### config.mk
export PLATFORM = sky130hd
export DESIGN_NAME = lsu_mem_ctrl
export DESIGN_NICKNAME = d
export VERILOG_FILES = /design/src/rtl/lsu_mem_ctrl.sv
export SDC_FILE = /design/constraint.sdc
export NUM_CORES = 1
export LEC_CHECK = 0
export ABC_CLOCK_PERIOD_IN_PS = 4200
export CORE_MARGIN = 8
export CORE_UTILIZATION = 41
export DETAILED_ROUTE_END_ITERATION = 10
export HOLD_SLACK_MARGIN = 0.02
export PLACE_DENSITY = 0.87
export SETUP_SLACK_MARGIN = 0.3
export SLEW_MARGIN = 20
export SYNTH_ARGS = -nofsm -noshare
export SYNTH_HDL_FRONTEND = slang
export SYNTH_SLANG_ARGS = --single-unit
### constraint.sdc
create_clock -name clk -period 4.2 [get_ports clk]
set_input_delay 0.84 -clock clk [delete_from_list [all_inputs] [get_ports clk]]
set_output_delay 0.84 -clock clk [all_outputs]
set_load 0.005 [all_outputs]
### src/rtl/lsu_mem_ctrl.sv
// Load/store unit memory controller: one outstanding access, byte-lane steering, load capture.
// Optional macro LSU_MISALIGN_TRAP_EN rejects misaligned halfword/word accesses instead of aligning.
module lsu_mem_ctrl #(
    parameter int unsigned D_WIDTH = 32,
    parameter int unsigned A_WIDTH = 32,
    parameter int unsigned RAM_LAT = 1
) (
    input  logic               clk,
    input  logic               rst,
    input  logic               req_valid,
    output logic               req_ready,
    input  logic               req_we,
    input  logic [2:0]         req_funct3,
    input  logic [A_WIDTH-1:0] req_addr,
    input  logic [D_WIDTH-1:0] req_wdata,
    output logic               mem_en,
    output logic               mem_we,
    output logic [A_WIDTH-3:0] mem_addr,
    output logic [3:0]         mem_be,
    output logic [D_WIDTH-1:0] mem_wdata,
    input  logic [D_WIDTH-1:0] mem_rdata,
    output logic               rsp_valid,
    input  logic               rsp_ready,
    output logic [D_WIDTH-1:0] rsp_ramout,
    output logic [2:0]         rsp_addrmode,
    output logic [1:0]         rsp_selectbits,
    output logic               rsp_err
);

    typedef enum logic [1:0] {StIdle, StIssue, StWait, StResp} state_e;

    state_e             state_q, state_d;
    logic               we_q, we_d;
    logic [2:0]         f3_q, f3_d;
    logic [A_WIDTH-3:0] waddr_q, waddr_d;
    logic [1:0]         sel_q, sel_d;
    logic [D_WIDTH-1:0] wdata_q, wdata_d;
    logic [D_WIDTH-1:0] ramout_q, ramout_d;
    logic               err_q, err_d;
    logic [1:0]         cnt_q, cnt_d;

    logic               req_bad, req_mis, req_rej;
    logic [1:0]         req_sel;
    logic [3:0]         be_lanes;
    logic [D_WIDTH-1:0] wdata_lanes;

    // Request decode: funct3 legality, misalignment and the lane offset to latch.
    always_comb begin
        req_bad = req_we ? (req_funct3 > 3'b010)
                         : (req_funct3 == 3'b011 || req_funct3 == 3'b110 ||
                            req_funct3 == 3'b111);
        req_sel = req_addr[1:0];
`ifdef LSU_MISALIGN_TRAP_EN
        req_mis = ((req_funct3[1:0] == 2'b01) && req_addr[0]) ||
                  ((req_funct3[1:0] == 2'b10) && (req_addr[1:0] != 2'b00));
`else
        req_mis = 1'b0;
        if (!req_bad) begin
            case (req_funct3[1:0])
                2'b01:   req_sel = {req_addr[1], 1'b0};
                2'b10:   req_sel = 2'b00;
                default: req_sel = req_addr[1:0];
            endcase
        end
`endif
        req_rej = req_bad | req_mis;
    end

    always_comb begin
        be_lanes    = 4'b1111;
        wdata_lanes = wdata_q;
        if (we_q) begin
            case (f3_q[1:0])
                2'b00:   be_lanes = 4'b0001 << sel_q;
                2'b01:   be_lanes = 4'b0011 << sel_q;
                default: be_lanes = 4'b1111;
            endcase
        end
        case (f3_q[1:0])
            2'b00:   wdata_lanes = {4{wdata_q[7:0]}};
            2'b01:   wdata_lanes = {2{wdata_q[15:0]}};
            default: wdata_lanes = wdata_q;
        endcase
    end

    always_comb begin
        state_d  = state_q;
        we_d     = we_q;
        f3_d     = f3_q;
        waddr_d  = waddr_q;
        sel_d    = sel_q;
        wdata_d  = wdata_q;
        ramout_d = ramout_q;
        err_d    = err_q;
        cnt_d    = cnt_q;
        unique case (state_q)
            StIdle: begin
                if (req_valid) begin
                    we_d     = req_we;
                    f3_d     = req_funct3;
                    waddr_d  = req_addr[A_WIDTH-1:2];
                    sel_d    = req_sel;
                    wdata_d  = req_wdata;
                    ramout_d = '0;
                    err_d    = req_rej;
                    cnt_d    = 2'd0;
                    state_d  = req_rej ? StResp : StIssue;
                end
            end
            StIssue: begin
                cnt_d   = 2'd0;
                state_d = we_q ? StResp : StWait;
            end
            StWait: begin
                if (cnt_q == 2'(RAM_LAT - 1)) begin
                    ramout_d = mem_rdata;
                    state_d  = StResp;
                end else begin
                    cnt_d = cnt_q + 2'd1;
                end
            end
            StResp: begin
                if (rsp_ready) state_d = StIdle;
            end
            default: state_d = StIdle;
        endcase
    end

    always_ff @(posedge clk or posedge rst) begin
        if (rst) begin
            state_q  <= StIdle;
            we_q     <= 1'b0;
            f3_q     <= 3'b000;
            waddr_q  <= '0;
            sel_q    <= 2'b00;
            wdata_q  <= '0;
            ramout_q <= '0;
            err_q    <= 1'b0;
            cnt_q    <= 2'd0;
        end else begin
            state_q  <= state_d;
            we_q     <= we_d;
            f3_q     <= f3_d;
            waddr_q  <= waddr_d;
            sel_q    <= sel_d;
            wdata_q  <= wdata_d;
            ramout_q <= ramout_d;
            err_q    <= err_d;
            cnt_q    <= cnt_d;
        end
    end

    // Strobes decode from the state register so a reset in ISSUE drops them at once.
    always_comb begin
        req_ready      = (state_q == StIdle);
        mem_en         = (state_q == StIssue);
        mem_we         = (state_q == StIssue) & we_q;
        mem_be         = (state_q == StIssue) ? be_lanes : 4'b0000;
        mem_addr       = waddr_q;
        mem_wdata      = wdata_lanes;
        rsp_valid      = (state_q == StResp);
        rsp_ramout     = ramout_q;
        rsp_addrmode   = f3_q;
        rsp_selectbits = sel_q;
        rsp_err        = (state_q == StResp) & err_q;
    end

endmodule

Word-level counts from Yosys, hierarchy flattened
Index checks and enable logic that the tools add are counted.
- latch bits: 0
- input bits: 104
- memories: 0
- output and inout port bits: 108
- word-level logic and storage cells: 58
- memory bits (writable): 0
- flip-flop bits (word level): 105
- bits in read-only memories: 0
- eq/ne operators: 13
- $add $sub $neg: 1
- $lt $le $gt $ge: 1
- bitwise logic cells: 2
- divide/modulo/power cells: 0
- reductions and logical operators: 11
- multipliers: 0
- mux-type cells: 19
- shifts and indexed selects: 2
- operators by type and width (cell ; count):
    $pmux W32 S2 ; 2
    $mux W32 ; 2
    $mux W2 ; 7
    $reduce_and A3 Y1 ; 3
    $mux W4 ; 2
    $pmux W2 S4 ; 1
    $pmux W4 S2 ; 1
    $eq A2 B1 Y1 const B ; 3
    $eq A2 B2 Y1 const B ; 3
    $eq A3 B3 Y1 const B ; 2
    $logic_not A2 Y1 ; 3
    $ne A2 B2 Y1 const B ; 3
    $pmux W2 S3 ; 1
    $pmux W2 S2 ; 1
    $shl A1 B2 Y4 const A ; 1
    $shl A2 B2 Y4 const A ; 1
    $eq A3 B2 Y1 const B ; 1
    $gt A3 B2 Y1 const B ; 1
    $reduce_bool A3 Y1 ; 1
    $add A2 B1 Y2 const B ; 1
    $and A1 B1 Y1 ; 2
    $logic_or A1 B1 Y1 ; 2
    $mux W1 ; 2
    $ne A2 B1 Y1 const B ; 1
    other kinds (2) ; 2

Depth between registers and ports, before layout
- depth after elaboration: 7
- gate-level depth with buffers: 8
- mapped depth without buffers: 6

Worst setup path before layout
No wires, ideal clock.
- path type: reg2out
- start: register f3_q[1], in the netlist rsp_addrmode[1]
- end: output mem_wdata[10]
- arrival time: 1.173 ns
- buffers on the path: 1
- slack: 2.187 ns
- data required time: 3.360 ns
- stages on the path, launching flop included: 4
- path through: dfrtp_1 -> buf_2 -> nor2_2 -> mux2_2
- cells in the longest elaborated chain, start to end: 2
- elaborated cells on any way between the ends: 3
- those cells by class: eq/ne (1); mux (1); reduce/logical (1)
- RTL lines (item ; RTL line ; RTL):
    start, declared ; 34 ; logic [2:0] f3_q, f3_d;
    start signal, assigned ; 133 ; f3_q <= 3'b000;
    start signal, assigned ; 143 ; f3_q <= f3_d;
    $eq A2 B1 Y1 / $logic_not A2 Y1 (equally long branches) ; 79 ; case (f3_q[1:0])
    $pmux W32 S2 (*) ; 79 ;
    end, declared ; 20 ; output logic [D_WIDTH-1:0] mem_wdata,
Every way passes the cells marked *; elsewhere a longest branch is shown, timed or not.

Final worst setup path
- start: register f3_q[1], in the netlist rsp_addrmode[1]
- end: output mem_wdata[13]
The elaborated chain is that of the path after synthesis.

==> flow_summary.yaml <==
setup_path:
  start_kind: "flop"
  reg2reg_to: "mem_addr[26]"
  critical_path.cell_chain: "buf_4, nor2_2, mux2_2, clkdlybuf4s50_1"
  path_buf_inv: 2
  critPathMaxFanout: 27
  critPathSlowestCell: "clkdlybuf4s50_1"
  worstSetupEndpointType: "output port"
  path_class: "flop to output port"
  cpLargestDelayFamily: "buffers and inverters"
  r2r-start: "state_q[0]"
  critPathMaxStageDelay_ps: 460
  r2r_slack_ps: 1880
  reg2regPathDepth: 4
  crit_required_ps: 3360
  cp.arrival_ps: 2250
yosys:
  yosysSeqAreaShare: 0.574
  synth_top_cell_by_area: "dfrtp_1"
  syn_area_um2: 4580
  synth_area_per_cell_um2: 13.5
  ys_ff_latch: 105
  ys_warn_count: 0
  syn_nets: 450
  synth_top_cell_area_share: 0.574
  synth.distinct_cells: 30
  synth_cells: 338
  ys_top_cells_by_area: "dfrtp_1, mux2_2, a22o_1, buf_4, ha_1"
cts:
  cts.repair.resized: 0
  clk-insertion-delay-late_ps: 390
  root_buffer: "clkbuf_8"
  cts_max_level: 3
  clkTransAtPathRegs_ps: 100
  post-cts-setup-buffers: 0
  numCtsBuffers: 9
  tritoncts: "built"
  clock_sinks: 105
  clk_path_buf_depth: 2
  hold_buffers: 0
hold_path:
  hold_path_depth: 2
  hold_class: "flop to flop"
  worstHoldEndpoint: "err_q"
  hp-start: "err_q"
power:
  pwr_density_cell_nw_per_um2: 741
  leakage_nw: 2.96
  combPwrFrac: 0.524
  swShare: 0.325
  p_int_mw: 3.48
  seq_power_share: 0.349
  total_power_mw: 5.15
  p_switching_mw: 1.67
  clkPwrFrac: 0.127
  peakVddDrop_v: 0.000443
timing:
  rsz0062_at_grt: "false"
  relSlewSlack: 0.348
  finalSetupViolCount: 0
  worst_pin_slew_ps: 978
  setup_tns_ps: 0
  timing.final.crit_share: 0.736
  period_minus_slack_ps: 3090
  finalClockSkew_ps: 8.95
  finalHoldViolCount: 0
  fmax_mhz: 324
  finalMaxSlewViolations: 0
global_route:
  grt_usage: 0.176
  met3_usage: 0.0939
  grt_pass1_wl_mm: 20.5
  grt_util_met1: 0.177
  grt-busiest-layer: "met2"
  grt_use_met2: 0.309
  overflow: 0
  antenna_found_initial: 0
  grt_max_degree: 75
  grt_pass1_vias: 3928
placed_design:
  io_buffers: 211
  dp_hpwl_mm: 9.91
  gp_congestion: 0.773
floorplan:
  boundaryPins: 212
  row_count: 38
  start_util: 0.421
  die_x_um: 122
  core_area_um2: 10900
  die_h_um: 122
  die-area_um2: 14800
detailed_routing:
  postRouteAntennaNets: 0
  num_vias: 3510
  first_pass_iters: 4
  drc: 0
  drt_iter0_drc: 161
  viasPerCell: 5.15
  routed_wl_mm: 13.1
  wl_per_cell_um: 19.2
final_layout:
  final_common_cell: "clkdlybuf4s50_1"
  antenna_cells: 0
  nets: 648
  drive_above_1_share: 0.198
  area_delta_synth_final_pct: 51.9
  mostFrequentLayoutCells: "clkdlybuf4s50_1, dfrtp_1, mux2_2"
outcome:
  status: "completed"
run:
  maxCapViolCount: 0
worst max-delay path by stage:
stage	startpoint	endpoint	slack (ps)	cells after the start
final	rsp_addrmode[1]	mem_wdata[13]	1110	4
after floorplan	rst	cnt_q[0]	600	1
after global routing	rsp_addrmode[1]	mem_wdata[10]	980	4
after detailed placement	req_valid	mem_addr[26]	1490	3
after global placement	req_valid	rsp_ramout[31]	1420	4
after CTS	rsp_addrmode[1]	mem_wdata[13]	1060	4
Yosys cell counts:
cell	n
a211oi_1	1
a21boi_0	1
a21o_1	1
a21oi_1	3
a21oi_2	1
a221o_1	1
a22o_1	32
a31oi_1	1
and2_1	4
buf_2	10
buf_4	14
buf_6	1
clkbuf_1	2
dfrtp_1	105
ha_1	8
inv_1	12
mux2_2	80
mux2i_1	10
nand2_1	15
nor2_1	5
nor2_2	1
nor2b_1	2
nor2b_4	1
nor3_1	3
nor3b_1	1
o21ai_0	18
o21ai_2	1
o221a_2	1
o31ai_1	2
o32ai_1	1
sequential cells by signal (all words and copies together) (netlist names):
name and cells:
rsp_selectbits 2, mem_addr 30, cnt_q 2, state_q 2, rsp_ramout 32, rsp_addrmode 3, we_q 1, wdata_q 32
err_q 1
power by group through the flow:
stage               registers [mW]  logic [mW]  clock network [mW]
global route                  1.86        2.90               0.717
floorplan                     1.76        1.31                   0
detailed placement            1.82        2.73                   0
CTS                           1.80        2.75               0.677
global placement              1.79        2.64                   0
finish                        1.80        2.70               0.653
stage by stage:
stage / util / hold WS (ps) / instance area (µm²) / setup WS [ps] / instances
floorplan: - / 442 / 4580 / 599 / 338
global placement: 0.619 / 462 / 6740 / 1420 / 665
detailed placement: 0.620 / 476 / 6750 / 1490 / 665
CTS: 0.639 / 498 / 6960 / 1060 / 681
global route: 0.639 / 522 / 6960 / 975 / 681
finish: 0.639 / 503 / 6960 / 1110 / 681
metal layers:
metal / routed length (µm) / up-vias
li1: - / 1593
met1: 4720 / 1758
met2: 6700 / 138
met3: 1390 / 21
met4: 244 / 0
met5: 0 / -
tightest hold or removal path: stages, from the launching register on:
cell	delay, ps
dfrtp_1	360
nand2_1	50
o21ai_0	60
kinds of logic after synthesis:
| logic type | count (synthesis) | share of synthesized area |
|---|---|---|
| buffers and inverters | 39 | 0.0478 |
| AO/OA/AOI/OAI | 64 | 0.104 |
| multiplexers | 90 | 0.219 |
| AND/OR/NAND/NOR | 32 | 0.0339 |
| flip-flops | 105 | 0.574 |
| adder cells (fa/ha/maj) | 8 | 0.0219 |
layout make-up:
type	count	area [µm²]
Fill cell	847	3930
Sequential cell	105	2630
Timing Repair Buffer	214	2150
Multi-Input combinational cell	194	1760
Tap cell	140	175
Clock buffer	10	138
Clock inverter	6	67.6
Inverter	12	47.5
(Power assumes the default switching activity.)
